===== config.mk =====
export PLATFORM = sky130hd
export DESIGN_NAME = w_result_buffer
export DESIGN_NICKNAME = d
export VERILOG_FILES = /design/src/rtl/w_pkg.sv /design/src/rtl/w_fifo_core.sv /design/src/rtl/w_result_buffer.sv
export SDC_FILE = /design/constraint.sdc
export NUM_CORES = 1
export LEC_CHECK = 0
export BUFFER_PORTS_ARGS = -buffer_cell sky130_fd_sc_hd__buf_2
export CAP_MARGIN = 20
export CORE_ASPECT_RATIO = 1.75
export CORE_MARGIN = 1.5
export CORE_UTILIZATION = 55
export CTS_BUF_LIST = sky130_fd_sc_hd__clkbuf_8
export DETAILED_ROUTE_END_ITERATION = 16
export GPL_TIMING_DRIVEN = 1
export MAX_ROUTING_LAYER = met4
export PLACE_DENSITY = 0.74
export REMOVE_ABC_BUFFERS = 1
export SYNTH_ARGS = -nofsm -noshare
export SYNTH_HDL_FRONTEND = slang
export SYNTH_HIERARCHICAL = 1
export SYNTH_SLANG_ARGS = --single-unit

===== constraint.sdc =====
create_clock -name clk -period 4.8 [get_ports clk]
set_input_delay 0.24 -clock clk [delete_from_list [all_inputs] [get_ports clk]]
set_output_delay 0.24 -clock clk [all_outputs]
set_load 0.01 [all_outputs]

===== src/rtl/w_pkg.sv =====
// Shared constants for the accelerator wrapper result path.
//  - default result word width, FIFO depth and frame length
//  - result-buffer FSM state encoding (2 bits)
//  - saturating increment helper for the 4-bit per-run word counter
package w_pkg;

  localparam int W_WIDTH_DEF = 16;
  localparam int W_DEPTH_DEF = 8;
  localparam int W_FRAME_DEF = 4;

  localparam int W_WCNT_W = 4;

  localparam logic [1:0] ST_IDLE  = 2'd0;
  localparam logic [1:0] ST_BUSY  = 2'd1;
  localparam logic [1:0] ST_CLOSE = 2'd2;

  function automatic logic [W_WCNT_W-1:0] sat_inc4(input logic [W_WCNT_W-1:0] v);
    if (v == {W_WCNT_W{1'b1}}) begin
      return v;
    end
    return v + W_WCNT_W'(1);
  endfunction

endpackage


===== src/rtl/w_fifo_core.sv =====
// Circular first-word-fall-through FIFO used by the result buffer.
// Ports:
//  clk, rst_n     clock, async active-low reset
//  i_clr          synchronous flush of pointers and count (wins over wr/pop)
//  i_wr, i_din    write request and data; dropped when full unless a pop frees a slot
//  i_rd_ready     consumer accepts head word when o_valid is high
//  o_valid        FIFO not empty
//  o_data         head word, forced to zero while empty
//  o_count        stored words, 0..DEPTH
//  o_drop         a write request was refused this cycle (FIFO full, no pop)
module w_fifo_core #(
  parameter int WIDTH = 16,
  parameter int DEPTH = 8
) (
  input  logic                       clk,
  input  logic                       rst_n,
  input  logic                       i_clr,
  input  logic                       i_wr,
  input  logic [WIDTH-1:0]           i_din,
  input  logic                       i_rd_ready,
  output logic                       o_valid,
  output logic [WIDTH-1:0]           o_data,
  output logic [$clog2(DEPTH):0]     o_count,
  output logic                       o_drop
);

  localparam int AW = $clog2(DEPTH);
  localparam int CW = AW + 1;

  logic [WIDTH-1:0] r_mem [DEPTH];
  logic [AW-1:0]    r_wr_ptr;
  logic [AW-1:0]    r_rd_ptr;
  logic [CW-1:0]    r_count;

  logic w_full;
  logic w_empty;
  logic w_pop;
  logic w_push;

  assign w_full  = (r_count == CW'(DEPTH));
  assign w_empty = (r_count == '0);
  assign w_pop   = !w_empty && i_rd_ready;
  // A pop in the same cycle frees the head slot, so a full FIFO can still take a word.
  assign w_push  = i_wr && (!w_full || w_pop);

  assign o_valid = !w_empty;
  assign o_data  = w_empty ? '0 : r_mem[r_rd_ptr];
  assign o_count = r_count;
  assign o_drop  = i_wr && !w_push && !i_clr;

  // DEPTH is a power of two, so the pointers wrap DEPTH-1 -> 0 by natural overflow.
  always_ff @(posedge clk or negedge rst_n) begin
    if (!rst_n) begin
      r_wr_ptr <= '0;
      r_rd_ptr <= '0;
      r_count  <= '0;
    end else if (i_clr) begin
      r_wr_ptr <= '0;
      r_rd_ptr <= '0;
      r_count  <= '0;
    end else begin
      if (w_push) begin
        r_wr_ptr <= r_wr_ptr + AW'(1);
      end
      if (w_pop) begin
        r_rd_ptr <= r_rd_ptr + AW'(1);
      end
      case ({w_push, w_pop})
        2'b10:   r_count <= r_count + CW'(1);
        2'b01:   r_count <= r_count - CW'(1);
        default: r_count <= r_count;
      endcase
    end
  end

  // Storage is not reset: a word is only ever read after it has been written,
  // and the head output is masked to zero while empty.
  always_ff @(posedge clk) begin
    if (w_push && !i_clr) begin
      r_mem[r_wr_ptr] <= i_din;
    end
  end

endmodule


===== src/rtl/w_result_buffer.sv =====
// Result stage for the accelerator wrapper: buffers result words written during
// a wrapper run, drains them to the host over valid/ready, and tracks run
// boundaries from the wrapper idle level wDone.
// Ports:
//  clk, rst_n        clock, async active-low reset
//  clr               synchronous flush of FIFO, FSM, flags and frame counter
//  wr, din           wrapper result write strobe and word
//  wDone             wrapper idle level (1 = idle, 0 = run in progress)
//  out_valid/out_data/out_ready   host drain port (first-word fall-through)
//  space_ok          at least FRAME free entries, lets the issuer start a run
//  frame_done        one-cycle pulse when a run closes
//  frame_err         sticky: a run delivered != FRAME words, or a stray write
//  overflow          sticky: a write was dropped because the FIFO was full
//  frame_cnt         completed runs, wraps at 256
//
// State table
//  state    | meaning
//  ST_IDLE  | wrapper idle (wDone=1); any wr here is a stray write
//  ST_BUSY  | run in progress; every wr is counted, accepted or dropped
//  ST_CLOSE | one-cycle run close: pulse frame_done, bump frame_cnt, check count
module w_result_buffer
  import w_pkg::*;
#(
  parameter int WIDTH = W_WIDTH_DEF,
  parameter int DEPTH = W_DEPTH_DEF,
  parameter int FRAME = W_FRAME_DEF
) (
  input  logic             clk,
  input  logic             rst_n,
  input  logic             clr,
  input  logic             wr,
  input  logic [WIDTH-1:0] din,
  input  logic             wDone,
  output logic             out_valid,
  output logic [WIDTH-1:0] out_data,
  input  logic             out_ready,
  output logic             space_ok,
  output logic             frame_done,
  output logic             frame_err,
  output logic             overflow,
  output logic [7:0]       frame_cnt
);

  localparam int CW = $clog2(DEPTH) + 1;
  localparam int SPACE_LIM = DEPTH - FRAME;
  localparam logic [W_WCNT_W-1:0] FRAME_WORDS = W_WCNT_W'(FRAME);

  logic [1:0]          r_state;
  logic [W_WCNT_W-1:0] r_word_cnt;
  logic                r_frame_err;
  logic                r_overflow;
  logic [7:0]          r_frame_cnt;

  logic [CW-1:0]       w_count;
  logic                w_drop;
  logic [W_WCNT_W-1:0] w_close_words;

  w_fifo_core #(
    .WIDTH (WIDTH),
    .DEPTH (DEPTH)
  ) u_fifo (
    .clk        (clk),
    .rst_n      (rst_n),
    .i_clr      (clr),
    .i_wr       (wr),
    .i_din      (din),
    .i_rd_ready (out_ready),
    .o_valid    (out_valid),
    .o_data     (out_data),
    .o_count    (w_count),
    .o_drop     (w_drop)
  );

  // space_ok follows the registered count, so it reflects a push/pop one cycle later.
  assign space_ok   = (w_count <= CW'(SPACE_LIM));
  assign frame_done = (r_state == ST_CLOSE);
  assign frame_err  = r_frame_err;
  assign overflow   = r_overflow;
  assign frame_cnt  = r_frame_cnt;

  // A write landing in the close cycle still belongs to the run being checked.
  assign w_close_words = wr ? sat_inc4(r_word_cnt) : r_word_cnt;

  always_ff @(posedge clk or negedge rst_n) begin
    if (!rst_n) begin
      r_state     <= ST_IDLE;
      r_word_cnt  <= '0;
      r_frame_err <= 1'b0;
      r_overflow  <= 1'b0;
      r_frame_cnt <= '0;
    end else if (clr) begin
      r_state     <= ST_IDLE;
      r_word_cnt  <= '0;
      r_frame_err <= 1'b0;
      r_overflow  <= 1'b0;
      r_frame_cnt <= '0;
    end else begin
      if (w_drop) begin
        r_overflow <= 1'b1;
      end
      case (r_state)
        ST_IDLE: begin
          if (wr) begin
            r_frame_err <= 1'b1;
          end
          if (!wDone) begin
            r_state    <= ST_BUSY;
            r_word_cnt <= '0;
          end
        end
        ST_BUSY: begin
          if (wr) begin
            r_word_cnt <= sat_inc4(r_word_cnt);
          end
          if (wDone) begin
            r_state <= ST_CLOSE;
          end
        end
        ST_CLOSE: begin
          r_frame_cnt <= r_frame_cnt + 8'd1;
          if (w_close_words != FRAME_WORDS) begin
            r_frame_err <= 1'b1;
          end
          // Back-to-back runs: the next run's count starts fresh either way.
          r_word_cnt <= '0;
          r_state    <= wDone ? ST_IDLE : ST_BUSY;
        end
        default: begin
          r_state    <= ST_IDLE;
          r_word_cnt <= '0;
        end
      endcase
    end
  end

endmodule


==> run_results.csv, run 1 <==
group,metric,value,unit
sta,setup_violations,0,
outcome,outcome,"finished with violations",
sta,relSlewSlack,43.1,%
yosys,synthesis.area,6490,um2
yosys,synth_flop_cell,"edfxtp_1",
sta,final-hold-violation-count,0,
worst_setup_path,worstPathRequired,4.56,ns
clock_network,clock_path_buffers,2,
clock_network,post_cts_resized,0,
worst_setup_path,start_kind,"register",
sta,fin_worst_skew,0.0101,ns
clock_network,clock_sinks,154,
detailed_routing,final_antenna_net_count,0,
cells_and_area,mostFrequentLayoutCell,"edfxtp_1",
detailed_routing,dr.pass1.iters,10,
floorplanning,die_h,147,um
detailed_routing,avgViaCountPerCell,6.00,
worst_setup_path,crit_type,"register to output pin",
cells_and_area,final_util,63.7,%
global_route,grt_usage,21.0,%
global_route,grt_antenna_before_repair,0,
floorplanning,start_util,56.3,%
global_route,grt_pass1_vias,3591,
outcome,violations,"DRC",
yosys,synth_edf_count,128,
sta,drv_slew,0,
cells_and_area,layout.nets,463,
clock_network,root_buffer,"clkbuf_8",
power_and_ir_drop,ir_worst_vdd,342,uV
detailed_routing,num_vias,3498,
floorplanning,die_x,85.1,um
power_and_ir_drop,total_leakage_power,2.58,nW
yosys,synth_top_area_share,59.2,%
clock_network,clock_latency,0.44,ns
worst_setup_path,worstPathCellList,"buf_4 > mux4_2 > mux2i_1 > nor2_1 > buf_2",
worst_setup_path,cp.arrival,2.59,ns
detailed_routing,drcViolationCount,2,
yosys,synthArstFlopShare,16.9,%
cells_and_area,layout_common_cells,"edfxtp_1 (128), buf_2 (50), nor2_1 (39)",
clock_network,cts.htree.levels,4,
worst_setup_path,slowest_stage,"dfrtp_2",
place,gp_congestion,0.793,
worst_setup_path,critPathTopFamily,"flip-flops",
place,place_area,6900,um2
sta,fin_setup_tns,0,ns
worst_setup_path,end_kind,"output pin",
yosys,netlist_instances,373,
worst_setup_path,crit_buf_inv,2,
yosys,yosysUniqueCellTypes,58,
detailed_routing,drt_iter0_markers,160,
sta,finalCritPeriodShare,59.0,%
place,dp_hpwl,7410,um
sta,period_needed,2.83,ns
cells_and_area,stdcell_count,583,
yosys,synth_top_cell_by_area,"edfxtp_1",
power_and_ir_drop,p_per_area,446,nW/um2
cells_and_area,layout-drive-gt1-share,31.9,%
yosys,seq_area_frac_synth,69.3,%
yosys,synth.area.top_cells,"edfxtp_1 (59%), mux4_2 (11%), dfrtp_1 (10%), mux2i_1 (3.1%), nor2_1 (2.3%)",
sta,fmax,0.353,GHz
yosys,synth_seq_cells,154,
sta,hold_ws,0.0702,ns
global_route,grt_max_degree,35,
sta,rsz0062_at_grt,"no",
clock_network,cts_buffers,17,
cells_and_area,fin_area,7340,um2
global_route,grt_pass1_wl,18900,um
worst_setup_path,cp_max_fo,24,
floorplanning,coreArea,11500,um2
floorplanning,io_pins,51,
cells_and_area,area_growth_syn_to_layout,13.1,%
worst_setup_path,slowest_delay,0.90,ns
detailed_routing,wl_per_cell,20.2,um
floorplanning,rows,52,
sta,worstMarginPinSlew,0.853,ns
detailed_routing,wirelength,11800,um
flow_run,maxCapViolations,0,
yosys,synth_warnings,6,
worst_hold_path,hold_class,"input port to register",
floorplanning,dieArea,12500,um2
yosys,synth.avg_cell_area,17.4,um2
clock_network,cts_tree,"built",
place,dp_cells,548,
cells_and_area,insertedDiodeCount,0,
global_route,overflow,0,
place,numPortBuffers,50,
clock_network,clk_pin_slew,0.09,ns
## final timing paths
path | slack (ns) | cells after the start | to | startpoint
worst min register to register | 0.51 | 2 | overflow$_DFFE_PN0P_ | overflow$_DFFE_PN0P_
worst max register to register | 2.25 | 7 | u_fifo/o_count[3]$_DFFE_PN0P_ | u_fifo/o_count[1]$_DFFE_PN0P_
min in group asynchronous | 0.33 | 2 | frame_cnt[4]$_DFFE_PN0P_ | rst_n
max in group asynchronous | 4.02 | 2 | u_fifo/r_rd_ptr[0]$_DFFE_PN0P_ | rst_n
worst max-delay path | 1.97 | 5 | out_data[2] | u_fifo/r_rd_ptr[0]$_DFFE_PN0P_
worst min-delay path | 0.07 | 1 | u_fifo/r_mem[7][6]$_DFFE_PP_ | din[6]
## per-stage QoR
step                setup slack (ns)  power (mW)
floorplan                       1.70        2.12
global placement                2.32        2.36
detailed placement              2.29        2.38
CTS                             1.86        3.31
global route                    1.71        3.43
finish                          1.97        3.27
## final cells by class
class / count / area, um2
Sequential cell: 154 / 4500
Fill cell: 818 / 4180
Multi-Input combinational cell: 194 / 1900
Timing Repair Buffer: 62 / 365
Clock buffer: 17 / 234
Tap cell: 135 / 169
Clock inverter: 15 / 151
Inverter: 6 / 22.5
## power by group
| group | leakage (nW) | internal, mW | switching, mW |
|---|---|---|---|
| registers | 1.51 | 1.49 | 0.119 |
| clock network | 0.188 | 0.428 | 0.508 |
| logic | 0.878 | 0.371 | 0.358 |
| total | 2.58 | 2.29 | 0.985 |
## synth_stat cells, types with 2 or more instances
cell and n:
dfrtp_1 26, nor2_1 39, o31ai_1 2, mux2i_1 20, nor3b_1 2, and3_1 2
inv_1 5, buf_4 4, or3_1 2, nor3_1 5, a21oi_1 7, nor4_1 2
nand3_1 4, o21ai_0 7, edfxtp_1 128, mux4_2 32, nand2b_1 2, nand3b_1 4
clkbuf_1 8, nand4b_1 3, o21a_1 2, nand4_1 2, ha_1 6, or4_1 2
or4b_1 2, o2bb2a_1 2, nor2b_1 3, a31oi_1 3, buf_2 5, xor2_1 4
xnor2_1 5, o211ai_1 3, nand2_1 5
## per-layer routing
metal	wire [um]	track usage, %	share of wire (%)	up-vias
li1	-	-	-	1606
met1	4660	24.9	40	1785
met2	6400	34.9	54	83
met3	420	4.47	3.6	24
met4	280	8.11	2.4	0
met5	0	-	0	-
## kinds of logic after synthesis
logic type / share of synthesized area [%]
AND/OR/NAND/NOR: 7.52
flip-flops: 69.3
XOR/XNOR: 1.21
buffers and inverters: 1.89
adder cells (fa/ha/maj): 1.16
AO/OA/AOI/OAI: 4.34
multiplexers: 14.6
## flip-flops by register name (all words and copies together), names as in the netlist
name	cells
u_fifo/r_rd_ptr	3
u_fifo/o_count	4
frame_err	1
overflow	1
u_fifo/r_wr_ptr	3
r_word_cnt	4
frame_cnt	8
r_state	2
u_fifo/r_mem	128
## repair_timing
action	in CTS	in global routing
buffers inserted	0	0
endpoints found under the hold margin	27	0
hold buffers	2	0
(Power assumes the default switching activity.)
==> run 2, diff against run 1 <==
==> constraint.sdc (replaced) <==
create_clock -name clk -period 2.7 [get_ports clk]
set_input_delay 0.135 -clock clk [delete_from_list [all_inputs] [get_ports clk]]
set_output_delay 0.135 -clock clk [all_outputs]
set_load 0.01 [all_outputs]
==> run_results.csv, run 2 (synthesized netlist as in run 1, its figures left out) <==
group,metric,value,unit
floorplanning,die_x,85.1,um
floorplanning,rows,52,
clock_network,clock_latency,0.44,ns
cells_and_area,layout.nets,485,
global_route,grt_antenna_before_repair,0,
cells_and_area,fin_area,7600,um2
cells_and_area,n_fill_cell,805,
outcome,violations,"DRC",
clock_network,cts.htree.levels,4,
sta,hold_ws,0.0687,ns
global_route,grt_max_degree,30,
sta,period_needed,2.37,ns
place,numPortBuffers,50,
sta,worstMarginPinSlew,0.799,ns
sta,fin_worst_skew,0.0169,ns
power_and_ir_drop,ir_worst_vdd,434,uV
cells_and_area,largest_reg_flops,128,
sta,fmax,0.421,GHz
sta,drv_slew,0,
worst_setup_path,r2r_end,"u_fifo/r_mem[6][5]$_DFFE_PP_",
worst_setup_path,cp_max_fo,28,
place,place_area,6970,um2
worst_setup_path,r2r_start,"u_fifo/o_count[1]$_DFFE_PN0P_",
detailed_routing,wl_per_cell,20.2,um
global_route,grt_pass1_vias,3810,
clock_network,cts_tree,"built",
clock_network,clk_pin_slew,0.08,ns
sta,setup_violations,0,
global_route,grt_pass1_wl,19700,um
worst_setup_path,cp.arrival,2.24,ns
worst_hold_path,hold_class,"input port to register",
global_route,met1_usage,24.8,%
worst_setup_path,worstPathRequired,2.57,ns
worst_hold_path,whs_endpoint,"u_fifo/o_count[0]$_DFFE_PN0P_",
cells_and_area,layout-drive-gt1-share,30.8,%
power_and_ir_drop,p_per_area,806,nW/um2
clock_network,clock_sinks,154,
cells_and_area,area_growth_syn_to_layout,17.1,%
clock_network,cts_buffers,17,
global_route,busiest_layer,"met2",
floorplanning,die_h,147,um
worst_hold_path,whs_path_depth,2,
worst_setup_path,r2r_setup_slack,0.34,ns
power_and_ir_drop,total_leakage_power,2.70,nW
detailed_routing,final_antenna_net_count,0,
global_route,grt_usage,21.9,%
detailed_routing,dr.pass1.iters,11,
detailed_routing,wirelength,12200,um
power_and_ir_drop,p_total,6.12,mW
clock_network,root_buffer,"clkbuf_8",
floorplanning,start_util,56.3,%
cells_and_area,multi_input_area,1900,um2
cells_and_area,top_register,"u_fifo/r_mem",
floorplanning,dieArea,12500,um2
cells_and_area,mostFrequentLayoutCell,"edfxtp_1",
worst_setup_path,start_kind,"register",
worst_setup_path,reg2regPathDepth,4,
worst_setup_path,end_kind,"output pin",
sta,final-hold-violation-count,0,
sta,finalCritPeriodShare,88.0,%
cells_and_area,stdcell_count,603,
flow_run,maxCapViolations,0,
place,gp_congestion,0.810,
cells_and_area,insertedDiodeCount,0,
cells_and_area,final_util,66.0,%
clock_network,clock_path_buffers,2,
detailed_routing,num_vias,3598,
place,dp_hpwl,7910,um
floorplanning,coreArea,11500,um2
detailed_routing,avgViaCountPerCell,5.97,
worst_setup_path,crit_type,"register to output pin",
sta,relSlewSlack,46.7,%
global_route,overflow,0,
global_route,globalRouteMet3Util,4.75,%
cells_and_area,layout_common_cells,"edfxtp_1 (128), buf_2 (50), nor2_1 (39)",
global_route,use_met2,37.1,%
clock_network,post_cts_resized,0,
detailed_routing,drcViolationCount,2,
cells_and_area,seqCellArea,4500,um2
outcome,outcome,"finished with violations",
place,dp_cells,554,
sta,rsz0062_at_grt,"no",
floorplanning,io_pins,51,
detailed_routing,drt_iter0_markers,244,
worst_hold_path,hp-start,"clr",
==> run 2: changes by cell type in the layout (fill, tap and decap cells not counted), sizes merged <==
cell / change
dlygate4sd3: +17
clkinvlp: -2
buf: +5
clkinv: +4
inv: -8
bufinv: +4
==> run 2: where the power goes <==
group	total (mW)	internal, mW	switching [mW]	leakage, nW
combinational	1.47	0.727	0.746	0.974
sequential	2.77	2.65	0.114	1.51
clock	1.88	1.08	0.799	0.217
total	6.12	4.46	1.66	2.70
==> run 2: how the worst max path moves through the flow <==
stage                                   start                            end  slack, ns  depth (start not counted)
2_1_floorplan   u_fifo/o_count[1]$_DFFE_PN0P_   u_fifo/r_mem[0][0]$_DFFE_PP_      -0.40                          3
3_3_place_gp    u_fifo/o_count[1]$_DFFE_PN0P_   u_fifo/r_mem[6][0]$_DFFE_PP_       0.44                          4
3_5_place_dp    u_fifo/o_count[1]$_DFFE_PN0P_  u_fifo/r_mem[6][10]$_DFFE_PP_       0.33                          4
4_1_cts        u_fifo/r_rd_ptr[0]$_DFFE_PN0P_                   out_data[12]       0.28                          5
5_1_grt         u_fifo/o_count[1]$_DFFE_PN0P_   u_fifo/r_mem[6][9]$_DFFE_PP_       0.12                          4
6_report       u_fifo/r_rd_ptr[0]$_DFFE_PN0P_                   out_data[12]       0.33                          5
==> run 2: layer usage <==
layer / wire (um) / part of all wire (%) / vias up
li1: - / - / 1647
met1: 4650 / 38 / 1837
met2: 6820 / 56 / 100
met3: 521 / 4.3 / 14
met4: 209 / 1.7 / 0
met5: 0 / 0 / -
==> run 2: final cells by class <==
cell class                 count  share of cell area (%)
sequential                   154                    59.2
multi-input combinational    194                    25.0
timing repair buffer          84                    7.61
clock buffer                  17                    3.08
clock inverter                13                    2.65
tap                          135                    2.22
inverter                       6                   0.296
==> run 2: timing repair <==
| action | CTS | global route |
|---|---|---|
| setup buffers | 0 | 0 |
| hold endpoints to repair | 157 | 0 |
| hold buffers | 19 | 0 |
==> run 2: metrics by stage <==
step / setup WS (ns) / TNS [ns]
global placement: 0.443 / 0
detailed placement: 0.329 / 0
CTS: 0.278 / 0
floorplan: -0.398 / -10.46
finish: 0.325 / 0
global route: 0.117 / 0
==> run 2: worst max-delay path, cell delays in order (launching register included) <==
cell,delay (ns)
dfrtp_2,0.51
buf_12,0.27
mux4_2,0.55
mux2i_1,0.24
nor2_1,0.06
buf_2,0.14
==> run 3, diff against run 2 <==
--- a/config.mk
+++ b/config.mk
@@ -5,6 +5,7 @@
 export SDC_FILE = /design/constraint.sdc
 export NUM_CORES = 1
 export LEC_CHECK = 0
+export ABC_AREA = 1
 export BUFFER_PORTS_ARGS = -buffer_cell sky130_fd_sc_hd__buf_2
 export CAP_MARGIN = 20
 export CORE_ASPECT_RATIO = 1.75
==> run_results.csv, run 3 <==
group,metric,value,unit
global_route,grt_usage,24.8,%
floorplanning,die_h,148,um
cells_and_area,area_growth_syn_to_layout,15.0,%
cells_and_area,top_register,"u_fifo/r_mem",
place,numPortBuffers,50,
global_route,grt_pass1_wl,22800,um
global_route,grt_antenna_before_repair,0,
yosys,synth_top_cell_by_area,"edfxtp_1",
clock_network,clock_latency,0.43,ns
floorplanning,dieArea,12600,um2
floorplanning,die_x,85.6,um
sta,setup_slack,0.319,ns
power_and_ir_drop,p_total,6.55,mW
yosys,synth_top_area_share,58.5,%
clock_network,cts_buffers,17,
sta,fin_worst_skew,0.00750,ns
cells_and_area,stdcell_count,801,
clock_network,clock_path_buffers,2,
cells_and_area,final_util,65.3,%
yosys,synth_fa_ha_area_share,1.14,%
yosys,netlist_instances,575,
global_route,grt_pass1_vias,4660,
cells_and_area,insertedDiodeCount,0,
yosys,synthSimpleGateAreaFrac,13.7,%
detailed_routing,wirelength,14200,um
detailed_routing,wl_per_cell,17.7,um
detailed_routing,wirelength_met1,5000,um
global_route,grt_max_degree,66,
sta,drv_slew,0,
cells_and_area,largest_reg_flops,128,
detailed_routing,drt_iter0_markers,361,
worst_setup_path,crit_buf_inv,2,
clock_network,clk_pin_slew,0.08,ns
cells_and_area,mostFrequentLayoutCell,"edfxtp_1",
yosys,synth.area.top_cells,"edfxtp_1 (58%), dfrtp_1 (9.9%), nor2_1 (6.9%), o21ai_0 (4.4%), nand2_1 (2.9%)",
detailed_routing,final_antenna_net_count,0,
worst_setup_path,start_kind,"register",
worst_setup_path,worstPathCellList,"buf_4 > o21ai_0 > o22ai_1 > o21ai_1 > a31oi_1 > buf_2",
power_and_ir_drop,ir_worst_vdd,505,uV
floorplanning,coreArea,11600,um2
yosys,synth_common_cells,"edfxtp_1 (128), nor2_1 (120), o21ai_0 (58)",
yosys,synthesis.area,6570,um2
yosys,seq_area_frac_synth,68.4,%
worst_setup_path,slowest_stage,"buf_4",
floorplanning,rows,52,
clock_network,cts_setup_buffers,0,
worst_setup_path,worstPathRequired,2.57,ns
detailed_routing,avgViaCountPerCell,5.74,
power_and_ir_drop,p_per_area,866,nW/um2
detailed_routing,dr.max_layer_used,"met4",
sta,final-hold-violation-count,0,
detailed_routing,drcViolationCount,2,
outcome,violations,"DRC",
clock_network,post_cts_resized,0,
global_route,overflow,0,
yosys,synth.mux.area_fraction,0,%
floorplanning,io_pins,51,
flow_run,maxCapViolations,0,
worst_setup_path,crit_type,"register to output pin",
yosys,yosys.cell_count.top_type,"edfxtp_1",
yosys,yosysUniqueCellTypes,40,
worst_setup_path,slowest_delay,0.54,ns
clock_network,cts_tree,"built",
worst_setup_path,critPathTopFamily,"compound AO/OA/AOI/OAI gates",
yosys,synth_compound_area_share,11.8,%
yosys,synth_flop_cell,"edfxtp_1",
yosys,synth_warnings,6,
sta,worstMarginPinSlew,0.678,ns
place,gp_congestion,0.794,
cells_and_area,layout.nets,681,
outcome,outcome,"finished with violations",
sta,fin_setup_tns,0,ns
place,dpl_worst_slack,0.805,ns
yosys,synth-xor-area-share,0,%
clock_network,root_buffer,"clkbuf_8",
place,dp_hpwl,8950,um
worst_setup_path,cp_max_fo,65,
yosys,synth_seq_cells,154,
worst_hold_path,hold_class,"input port to register",
worst_setup_path,cp.arrival,2.25,ns
yosys,synth.avg_cell_area,11.4,um2
floorplanning,start_util,56.7,%
detailed_routing,num_vias,4594,
cells_and_area,layout_common_cells,"edfxtp_1 (128), nor2_1 (120), o21ai_0 (58)",
cells_and_area,layout-drive-gt1-share,19.2,%
worst_setup_path,r2r_setup_slack,0.80,ns
sta,rsz0062_at_grt,"no",
yosys,synth_edf_count,128,
sta,relSlewSlack,54.8,%
yosys,synth_top_family_by_area,"simple AND/OR/NAND/NOR gates",
place,dp_cells,751,
yosys,synthArstFlopShare,16.9,%
detailed_routing,wl_met3,751,um
clock_network,clock_sinks,154,
detailed_routing,dr.pass1.iters,10,
sta,period_needed,2.38,ns
sta,setup_violations,0,
sta,finalCritPeriodShare,88.2,%
detailed_routing,route.met2.wl,8180,um
power_and_ir_drop,total_leakage_power,2.89,nW
clock_network,cts.htree.levels,4,
worst_setup_path,end_kind,"output pin",
sta,fmax,0.420,GHz
## run 3: per-stage QoR
stage | area, um2 | hold WS (ns)
after CTS | 7560 | 0.0539
final | 7560 | 0.0754
after global placement | 6970 | 0.169
after detailed placement | 6970 | 0.169
after floorplan | 6400 | -0.161
after global routing | 7560 | 0.108
## run 3: what timing repair did
action	4_1_cts	5_1_grt
hold endpoints to repair	156	0
setup endpoints to repair	0	0
hold buffers	18	0
## run 3: final timing paths
path                                             endpoint                           start  cells after the start
min                                  overflow$_DFFE_PN0P_                             clr                      2
max reg2reg                 u_fifo/o_count[3]$_DFFE_PN0P_   u_fifo/o_count[1]$_DFFE_PN0P_                     11
min in group asynchronous        frame_cnt[3]$_DFFE_PN0P_                           rst_n                      2
min reg2reg                          overflow$_DFFE_PN0P_            overflow$_DFFE_PN0P_                      2
max                                           out_data[1]  u_fifo/r_rd_ptr[0]$_DFFE_PN0P_                      6
max in group asynchronous  u_fifo/r_rd_ptr[0]$_DFFE_PN0P_                           rst_n                      2
## run 3: cell families after synthesis
family / count (synthesis)
DFF: 154
buffers and inverters: 67
and+or+nand+nor: 207
adders and majority gates: 6
AOI/OAI and AO/OA: 141
## run 3: area by class of cell
class / instances / area (um2)
flip-flops and latches: 154 / 4500
fillers: 857 / 4020
multi-input cells: 354 / 1750
repair buffers: 86 / 578
clock buffers: 17 / 234
clock inverters: 15 / 178
well taps: 135 / 169
inverters: 40 / 158
## run 3: report_power, final
group | leakage (nW) | switching, mW | internal, mW
clock network | 0.189 | 0.820 | 0.912
registers | 1.51 | 0.0624 | 2.65
logic | 1.19 | 1.39 | 0.714
total | 2.89 | 2.27 | 4.28
## run 3: worst reg2reg max path, delay by kind of cell (launching register included)
kind | cells | cell delay [ns]
buffers and inverters | 1 | 0.08
AND/OR/NAND/NOR | 9 | 0.94
flip-flops | 1 | 0.44
adder cells (fa/ha/maj) | 1 | 0.34
## run 3: layer usage
layer,vias to the layer above,GRT usage [%]
met4,0,11.0
met1,2250,26.1
met2,136,44.3
li1,2190,-
met5,-,-
met3,18,4.69
